$ cat src/rtl/mic_frontend_pkg.sv
// Shared constants, FSM state type and saturation helper for the microphone
// conditioning path.
package constants;

  localparam int SYNTH_WIDTH    = 24;
  localparam int MIC_DC_SHIFT   = 10;
  localparam int MIC_FIFO_DEPTH = 16;

  typedef enum logic [1:0] {
    S_IDLE = 2'd0,
    S_FILT = 2'd1,
    S_GAIN = 2'd2,
    S_PUSH = 2'd3
  } mic_fe_state_t;

  // Clamp a sign-extended value to the signed range of a w-bit word.
  // Callers truncate the result back to w bits.
  function automatic logic signed [63:0] sat_to_width(input logic signed [63:0] v,
                                                      input int w);
    logic signed [63:0] hi;
    logic signed [63:0] lo;
    hi = (64'sd1 <<< (w - 1)) - 64'sd1;
    lo = -(64'sd1 <<< (w - 1));
    if (v > hi) return hi;
    if (v < lo) return lo;
    return v;
  endfunction

endpackage

$ cat src/rtl/mic_frontend_sync_fifo.sv
// First-word-fall-through FIFO. A pop on a full FIFO frees the slot before a
// same-cycle push is judged; a push into an empty FIFO is not popped that cycle.
module sync_fifo #(
  parameter int WIDTH = 24,
  parameter int DEPTH = 16
) (
  input  logic                     clk_in,
  input  logic                     rst_in,
  input  logic                     push_i,
  input  logic [WIDTH-1:0]         push_data_i,
  input  logic                     pop_i,
  output logic [WIDTH-1:0]         head_o,
  output logic                     empty_o,
  output logic                     full_o,
  output logic [$clog2(DEPTH):0]   count_o
);

  localparam int AW = $clog2(DEPTH);

  logic [WIDTH-1:0] mem_q [DEPTH];
  logic [AW-1:0]    wr_ptr_q;
  logic [AW-1:0]    rd_ptr_q;
  logic [AW:0]      count_q;
  logic             pop_ok;
  logic             push_ok;

  assign empty_o = (count_q == '0);
  assign full_o  = (count_q == (AW+1)'(DEPTH));
  assign pop_ok  = pop_i & ~empty_o;
  assign push_ok = push_i & (~full_o | pop_ok);
  assign head_o  = empty_o ? '0 : mem_q[rd_ptr_q];
  assign count_o = count_q;

  // Storage array holds data only, so it carries no reset.
  always_ff @(posedge clk_in) begin
    if (push_ok) mem_q[wr_ptr_q] <= push_data_i;
  end

  // Pointers wrap naturally at DEPTH; occupancy tracks pushes minus pops.
  always_ff @(posedge clk_in or posedge rst_in) begin
    if (rst_in) begin
      wr_ptr_q <= '0;
      rd_ptr_q <= '0;
      count_q  <= '0;
    end else begin
      if (push_ok) wr_ptr_q <= wr_ptr_q + 1'b1;
      if (pop_ok)  rd_ptr_q <= rd_ptr_q + 1'b1;
      case ({push_ok, pop_ok})
        2'b10:   count_q <= count_q + 1'b1;
        2'b01:   count_q <= count_q - 1'b1;
        default: count_q <= count_q;
      endcase
    end
  end

endmodule

$ cat src/rtl/mic_frontend.sv
// Microphone conditioning: captures receiver samples across the bit-clock
// boundary, optional DC-blocking high-pass, saturating power-of-two gain,
// and a FIFO toward the vocoder analysis path.
module mic_frontend
  import constants::*;
#(
  parameter int WIDTH    = SYNTH_WIDTH,
  parameter int DC_SHIFT = MIC_DC_SHIFT,
  parameter int DEPTH    = MIC_FIFO_DEPTH
) (
  input  logic                   clk_in,
  input  logic                   rst_in,
  input  logic [WIDTH-1:0]       sample_in,
  input  logic                   valid_in,
  input  logic                   bypass_dc_in,
  input  logic [3:0]             gain_shift_in,
  output logic [WIDTH-1:0]       m_data_out,
  output logic                   m_valid_out,
  input  logic                   m_ready_in,
  output logic                   overflow_out,
  output logic [$clog2(DEPTH):0] count_out
);

  logic vld_meta_q, vld_sync_q, vld_dly_q;
  logic capture;

  mic_fe_state_t state_q, state_d;

  logic signed [WIDTH-1:0]  x_cur_q, x_prev_q, y_prev_q, res_q, gain_q;
  logic signed [WIDTH+1:0]  x_cur_w, x_prev_w, y_prev_w, y_full;
  logic signed [WIDTH-1:0]  y_sat, filt_res;
  logic signed [WIDTH+14:0] g_ext, g_full;
  logic signed [WIDTH-1:0]  g_sat;

  logic push, fifo_empty, fifo_full, overflow_q;

  // valid_in is launched on the receiver bit clock: two flops to resolve
  // metastability, a third to find the rising edge.
  always_ff @(posedge clk_in or posedge rst_in) begin
    if (rst_in) begin
      vld_meta_q <= 1'b0;
      vld_sync_q <= 1'b0;
      vld_dly_q  <= 1'b0;
    end else begin
      vld_meta_q <= valid_in;
      vld_sync_q <= vld_meta_q;
      vld_dly_q  <= vld_sync_q;
    end
  end

  assign capture = vld_sync_q & ~vld_dly_q;

  // FSM state register.
  always_ff @(posedge clk_in or posedge rst_in) begin
    if (rst_in) state_q <= S_IDLE;
    else        state_q <= state_d;
  end

  // One cycle per stage; edges seen outside IDLE are dropped.
  always_comb begin
    state_d = state_q;
    case (state_q)
      S_IDLE:  if (capture) state_d = S_FILT;
      S_FILT:  state_d = S_GAIN;
      S_GAIN:  state_d = S_PUSH;
      S_PUSH:  state_d = S_IDLE;
      default: state_d = S_IDLE;
    endcase
  end

  // y = x - x_prev + y_prev - y_prev/2^DC_SHIFT with two guard bits.
  assign x_cur_w  = {{2{x_cur_q[WIDTH-1]}}, x_cur_q};
  assign x_prev_w = {{2{x_prev_q[WIDTH-1]}}, x_prev_q};
  assign y_prev_w = {{2{y_prev_q[WIDTH-1]}}, y_prev_q};
  assign y_full   = x_cur_w - x_prev_w + y_prev_w - (y_prev_w >>> DC_SHIFT);
  assign y_sat    = WIDTH'(sat_to_width(64'(y_full), WIDTH));
  assign filt_res = bypass_dc_in ? x_cur_q : y_sat;

  // Gain: up to 15 bits of left shift, then clamp.
  assign g_ext  = {{15{res_q[WIDTH-1]}}, res_q};
  assign g_full = g_ext <<< gain_shift_in;
  assign g_sat  = WIDTH'(sat_to_width(64'(g_full), WIDTH));

  // Pipeline data registers: sample latch, filter result, gain result.
  always_ff @(posedge clk_in) begin
    if (state_q == S_IDLE && capture) x_cur_q <= sample_in;
    if (state_q == S_FILT)            res_q   <= filt_res;
    if (state_q == S_GAIN)            gain_q  <= g_sat;
  end

  // High-pass history; in bypass it tracks the raw input so re-enabling
  // the filter starts from the current signal level.
  always_ff @(posedge clk_in or posedge rst_in) begin
    if (rst_in) begin
      x_prev_q <= '0;
      y_prev_q <= '0;
    end else if (state_q == S_FILT) begin
      x_prev_q <= x_cur_q;
      y_prev_q <= filt_res;
    end
  end

  assign push = (state_q == S_PUSH);

  sync_fifo #(
    .WIDTH (WIDTH),
    .DEPTH (DEPTH)
  ) u_fifo (
    .clk_in      (clk_in),
    .rst_in      (rst_in),
    .push_i      (push),
    .push_data_i (gain_q),
    .pop_i       (m_ready_in),
    .head_o      (m_data_out),
    .empty_o     (fifo_empty),
    .full_o      (fifo_full),
    .count_o     (count_out)
  );

  assign m_valid_out = ~fifo_empty;

  // Sticky drop flag: a full FIFO with no same-cycle pop rejects the push.
  always_ff @(posedge clk_in or posedge rst_in) begin
    if (rst_in)                                 overflow_q <= 1'b0;
    else if (push && fifo_full && !m_ready_in)  overflow_q <= 1'b1;
  end

  assign overflow_out = overflow_q;

endmodule

$ cat config.mk
export PLATFORM = sky130hd
export DESIGN_NAME = mic_frontend
export DESIGN_NICKNAME = d
export VERILOG_FILES = /design/src/rtl/mic_frontend_pkg.sv /design/src/rtl/mic_frontend_sync_fifo.sv /design/src/rtl/mic_frontend.sv
export SDC_FILE = /design/constraint.sdc
export NUM_CORES = 1
export LEC_CHECK = 0
export BUFFER_PORTS_ARGS = -buffer_cell sky130_fd_sc_hd__buf_2
export CORE_ASPECT_RATIO = 1.25
export CORE_MARGIN = 3
export CORE_UTILIZATION = 65
export DETAILED_ROUTE_END_ITERATION = 16
export PLACE_DENSITY = 0.8
export REMOVE_ABC_BUFFERS = 1
export SYNTH_ARGS = -nofsm -noshare
export SYNTH_HDL_FRONTEND = slang
export SYNTH_SLANG_ARGS = --single-unit
$ cat constraint.sdc
create_clock -name clk_in -period 10.7 [get_ports clk_in]
set_input_delay 1.07 -clock clk_in [delete_from_list [all_inputs] [get_ports clk_in]]
set_output_delay 1.07 -clock clk_in [all_outputs]
set_load 0.02 [all_outputs]
* Word level (Yosys, flattened, before mapping)
Memories as Yosys holds them, arrays and structs flattened.
Cells that the tools add are included.
W data, S select, Z words.
** Storage, ports and cells
- Flip-flop bits (word level) :: 139
- RAM bits :: 384
- Input port bits :: 33
- Output and inout bits :: 31
- Word-level logic and storage cells :: 68
- Memories kept :: 1
** Memories
- u_fifo.mem_q :: depth 16, width 24, rd ports 1, clocked after memory_dff 0, wr ports 1, line mic_frontend_sync_fifo.sv:20 : logic [WIDTH-1:0] mem_q [DEPTH];
** Cells by class
- Add/sub/neg operators :: 7
- Order comparisons :: 4
- Equality and inequality tests :: 7
- Shift operators :: 1
- Multiplexer cells :: 21
- Bitwise operators :: 7
- Reductions and logical operators :: 7
** Operator list (count)
- $mux W24 :: 10
- $gt A39 B24 Y1 const B :: 1
- $lt A39 B24 Y1 const B :: 1
- $sshl A24 B4 Y39 :: 1
- $add A25 B24 Y26 :: 1
- $gt A26 B24 Y1 const B :: 1
- $lt A26 B24 Y1 const B :: 1
- $sub A26 B14 Y26 :: 1
- $sub A24 B24 Y25 :: 1
- $pmux W5 S2 :: 1
- $add A4 B1 Y4 const B :: 2
- $mux W1 :: 8
- $pmux W2 S4 :: 1
- $eq A2 B2 Y1 const B :: 3
- $add A5 B1 Y5 const B :: 1
- $eq A5 B5 Y1 const B :: 1
- $logic_not A5 Y1 :: 1
- $sub A5 B1 Y5 const B :: 1
- $eq A2 B1 Y1 const B :: 2
- $and A1 B1 Y1 :: 3
- $logic_and A1 B1 Y1 :: 3
- $not A1 Y1 :: 3
- $logic_not A2 Y1 :: 1
- $mux W2 :: 1
- 4 further kinds :: 4

* Depth between registers and ports, before layout
- Depth in word-level cells :: 9
- Gate-level depth with buffers :: 17
- Gate-level depth less buffers :: 16

* Modules after synthesis
From an unflattened synthesis, not the netlist that was laid out.
** Second synthesis, totals
- Cells, all modules :: 1539
- Area total of the unflattened synthesis :: 24439.7 µm²
** Modules (own cells, without submodules)
- sync_fifo :: times used 1, cells each 695, area each 15483.6 µm², sequential area each 11856.4 µm²
- mic_frontend :: times used 1, cells each 844, area each 8956.1 µm², sequential area each 3513.4 µm²

* Worst setup path after synthesis
No wires, ideal clock.
- Path kind :: reg2reg
- From :: reg y_prev_q[23]
- To :: reg res_q[10], data pin
- Library setup time :: 0.144 ns
- Arrival time :: 4.079 ns
- Data required time :: 10.556 ns
- Slack :: 6.477 ns
- Stages on the path, launching flop included :: 14
- Buffers on the path :: 1
- Period minus slack after synthesis :: 4.223 ns
- Path through :: dfrtp_1 fa_1 fa_1 inv_1 ha_1 and2_1 o21a_1 a2111oi_4 a21oi_2 or3b_4 a32oi_4 buf_8 a21oi_4 a21oi_2
** Between the ends
- Cells in the longest elaborated chain, start to end :: 8
- Elaborated cells between the ends (all ways) :: 11
- Those cells by class :: add/sub: 2; order compare: 2; mux: 7
** RTL lines
- start, declared :: line mic_frontend.sv:29 : logic signed [WIDTH-1:0] x_cur_q, x_prev_q, y_prev_q, res_q, gain_q;
- start signal, assigned :: line mic_frontend.sv:99 : y_prev_q <= filt_res;
- $add A25 B24 Y26 :: line mic_frontend.sv:75 : assign y_full = x_cur_w - x_prev_w + y_prev_w - (y_prev_w >>> DC_SHIFT);
- $sub A26 B14 Y26 * :: line mic_frontend.sv:75
- $lt A26 B24 Y1 :: line mic_frontend_pkg.sv:25 : if (v < lo) return lo;
- $mux W1 (2 in a row) :: line mic_frontend_pkg.sv:25
- $mux W24 :: line mic_frontend_pkg.sv:26 : return v;
- $mux W24 * :: line mic_frontend_pkg.sv:25
- $mux W24 * :: line mic_frontend.sv:77 : assign filt_res = bypass_dc_in ? x_cur_q : y_sat;
- net filt_res[10] :: line mic_frontend.sv:31 : logic signed [WIDTH-1:0] y_sat, filt_res;
- end signal, assigned :: line mic_frontend.sv:87 : if (state_q == S_FILT) res_q <= filt_res;
- end, declared :: line mic_frontend.sv:29
The timed path passes the listed nets; every way through them passes the cells marked *. The select of a mux whose other input is x is not followed.
A chain may end at the register's enable or synchronous reset.

* Worst setup path in the final report
- From :: reg u_fifo.rd_ptr_q[0]
- To :: out m_data_out[21]
** Between the ends
- Cells in the longest elaborated chain, start to end :: 2
** RTL lines
- start, declared :: line mic_frontend_sync_fifo.sv:22 : logic [AW-1:0] rd_ptr_q;
- start signal, assigned :: line mic_frontend_sync_fifo.sv:47 : if (pop_ok) rd_ptr_q <= rd_ptr_q + 1'b1;
- $mem_v2 Z16 W24
- $mux W24 :: line mic_frontend_sync_fifo.sv:31 : assign head_o = empty_o ? '0 : mem_q[rd_ptr_q];
- end, declared :: line mic_frontend.sv:17 : output logic [WIDTH-1:0] m_data_out,
No other way between the ends.

==> flow_summary.toml <==
[timing]
timing.fmax_mhz = 189
setup_viol = 0
finalCritPeriodShare_pct = 49.5
rsz0062_at_grt = "no"
worst_slew_pin_slew_ns = 0.936
post-route-min-period_ns = 5.30
slew-limit-headroom_pct = 37.6
hold_viol = 0
clock-skew-final_ns = 0.0199
drv_slew = 0
fin_tns_setup_ns = 0

[clocking]
clock-sinks = 523
cts-resized-gates = 0
htree_levels = 2
clockBufferDepth = 3
clkSlewWorstSetupHoldPaths_ns = 0.06
hold_buffers = 0
cts_tree = "yes"
clk_latency_ns = 0.57
cts_root_buf = "clkbuf_16"
post_cts_buffers = 0
cts_buffers = 47

[worst_setup_path]
r2r_start = "y_prev_q[23]"
path_class = "flip-flop to output pin"
slowest_delay_ns = 0.82
reg2reg_depth = 13
r2r_end = "res_q[12]"
crit_arrival_ns = 4.23
setup.worst_path.start_class = "flip-flop"
critical_path.top_delay_family = "buffers and inverters"
critPathBufInv = 3
endpoint_kind = "output pin"
cp_max_fo = 46
regToRegSetupSlack_ns = 5.61
cp_cell_sequence = "buf_4, buf_4, mux4_2, mux4_2, and2_1, buf_2"
crit_slowest_cell = "buf_4"
required_ns = 9.63

[synthesis]
ys_types = 78
ys_dominant_reg_cell = "edfxtp_1"
synthCells = 1497
synth-edff-count = 456
synth-seq-cells = 523
synthArstFlopShare_pct = 12.8
yosysSeqAreaShare_pct = 62.7
yosys_warnings = 0
syn_area_per_cell_um2 = 16.4
netlist_area_mm2 = 0.0245

[grt]
grt_pass1_vias = 14400
grt_pass1_wl_um = 83600
grt_max_degree = 68
gr-usage-all-layers_pct = 27.3
gr-total-overflow = 0
antenna_found_initial = 4

[die]
core_mm2 = 0.0368
start_util_pct = 66.6
ioPinCount = 64
dieArea_mm2 = 0.0401
rows = 78
fp.dieH_um = 223
die-width_um = 180

[cells_and_area]
syn_to_final_growth_pct = 9.48
drive_above_1_share_pct = 24.9
fin_nets = 1688
fillCellCount = 2161
stdcell_area_mm2 = 0.0268

[placement]
dp_hpwl_um = 32800
place_congestion = 0.949
io_buffers = 63
placed_area_mm2 = 0.0254

[routing]
drt-initial-drc-count = 1280
drc_errors = 0
via_per_inst = 6.58
first_pass_iters = 7
final_antenna_net_count = 0
routed-via-count = 13700
wl_per_cell_um = 26.0
finalWirelength_um = 54100

[worst_hold_path]
min_to = "vld_sync_q"
hold_depth = 0
hold_path.class = "flip-flop to flip-flop"
hold_start = "vld_meta_q"

[run_status]
status = "finished, final reports clean"

[run]
max_cap_viol_count = 0
-- synth_stat cells (6+ instances only) --
| library cell | number | area [um^2] |
|---|---|---|
| inv_1 | 121 | 454 |
| nand3_1 | 11 | 55.1 |
| xnor2_1 | 17 | 149 |
| buf_2 | 9 | 45.0 |
| o21bai_1 | 6 | 45.0 |
| a21oi_4 | 10 | 163 |
| a21oi_2 | 11 | 96.3 |
| a211oi_1 | 10 | 75.1 |
| o21ai_1 | 7 | 35.0 |
| o22ai_2 | 10 | 125 |
| ha_1 | 39 | 488 |
| o21ai_0 | 71 | 355 |
| a21o_1 | 12 | 90.1 |
| and2_1 | 28 | 175 |
| a31oi_1 | 9 | 56.3 |
| nand2b_1 | 12 | 75.1 |
| nor2_1 | 59 | 221 |
| mux2i_1 | 16 | 160 |
| clkbuf_1 | 41 | 154 |
| mux2_2 | 39 | 439 |
| edfxtp_1 | 456 | 13700 |
| buf_1 | 15 | 56.3 |
| dfrtp_1 | 67 | 1680 |
| nor3_1 | 14 | 70.1 |
| a21oi_1 | 53 | 265 |
| nor2b_1 | 7 | 43.8 |
| o22ai_1 | 7 | 43.8 |
| o21a_1 | 8 | 60.1 |
| nand2_1 | 57 | 214 |
| fa_1 | 50 | 1000 |
| xor2_1 | 8 | 70.1 |
| mux4_2 | 129 | 2910 |
-- cells in the final DEF, fill, tap and decap left out, types with 12 or more instances in the layout --
master	synthesis	routed
edfxtp_1	456	456
mux4_2	129	129
inv_1	121	120
o21ai_0	71	71
dfrtp_1	67	64
buf_2	9	63
nand2_1	57	57
a21oi_1	53	53
fa_1	50	50
nor2_1	59	47
clkbuf_16	0	47
mux2_2	39	39
ha_1	39	38
buf_4	5	30
and2_1	28	28
xnor2_1	17	17
mux2i_1	16	16
a21o_1	12	12
nand2b_1	12	12
nor2_2	0	12
-- cell families after synthesis --
family | count (synthesis) | synth area share, %
DFF | 523 | 62.7
and+or+nand+nor | 215 | 4.25
adders and majority gates | 89 | 6.08
buffers and inverters | 195 | 3.27
xor gates and xnor gates | 25 | 0.893
AOI/OAI and AO/OA | 261 | 7.96
muxes | 189 | 14.8
-- worst max-delay path by stage --
stage | start | end | slack (ns) | cells after the start
finish | u_fifo.rd_ptr_q[0] | m_data_out[21] | 5.40 | 6
global route | u_fifo.rd_ptr_q[0] | m_data_out[21] | 5.08 | 6
CTS | u_fifo.rd_ptr_q[0] | m_data_out[21] | 5.27 | 6
detailed placement | y_prev_q[23] | res_q[3] | 5.63 | 13
global placement | y_prev_q[23] | res_q[12] | 5.80 | 13
floorplan | u_fifo.rd_ptr_q[0] | m_data_out[0] | 4.49 | 3
-- registers in the layout, indices dropped and copies added, names as in the netlist, 2 cells and up --
| name | flops |
|---|---|
| gain_q | 24 |
| res_q | 24 |
| state_q | 2 |
| u_fifo.count_o | 5 |
| u_fifo.mem_q | 384 |
| u_fifo.rd_ptr_q | 4 |
| u_fifo.wr_ptr_q | 4 |
| x_cur_q | 24 |
| x_prev_q | 24 |
| y_prev_q | 24 |
-- cell type report --
cell class / count / area, um^2 / area share, %
Antenna cell: 1 / 2.50 / 0.00933
Clock buffer: 58 / 1220 / 4.54
Clock inverter: 26 / 228 / 0.849
Inverter: 122 / 458 / 1.71
Multi-Input combinational cell: 779 / 8410 / 31.3
Sequential cell: 523 / 15400 / 57.3
Tap cell: 480 / 601 / 2.24
Timing Repair Buffer: 93 / 541 / 2.01
-- per-stage QoR --
step	hold slack [ns]	util [%]	worst slack [ns]	cells
4_1_cts	0.349	72.9	5.27	2081
5_1_grt	0.358	72.9	5.08	2081
3_3_place_gp	0.338	69.0	5.80	1997
3_5_place_dp	0.335	69.0	5.63	1997
6_report	0.348	72.9	5.40	2082
2_1_floorplan	0.331	-	4.49	1424
-- metal layers --
| metal | routed length [um] | part of all wire [%] | vias up | global-route usage, % |
|---|---|---|---|---|
| met2 | 29000 | 54 | 622 | 49.0 |
| met1 | 19800 | 37 | 7056 | 34.4 |
| met5 | 45 | 0.083 | - | 0 |
| li1 | - | - | 5891 | - |
| met3 | 3390 | 6.3 | 127 | 3.91 |
| met4 | 1890 | 3.5 | 6 | 9.86 |
Power is left out: the tool's default activity adds up to more than one toggle a clock period on the data nets, which glitch-free logic cannot reach.
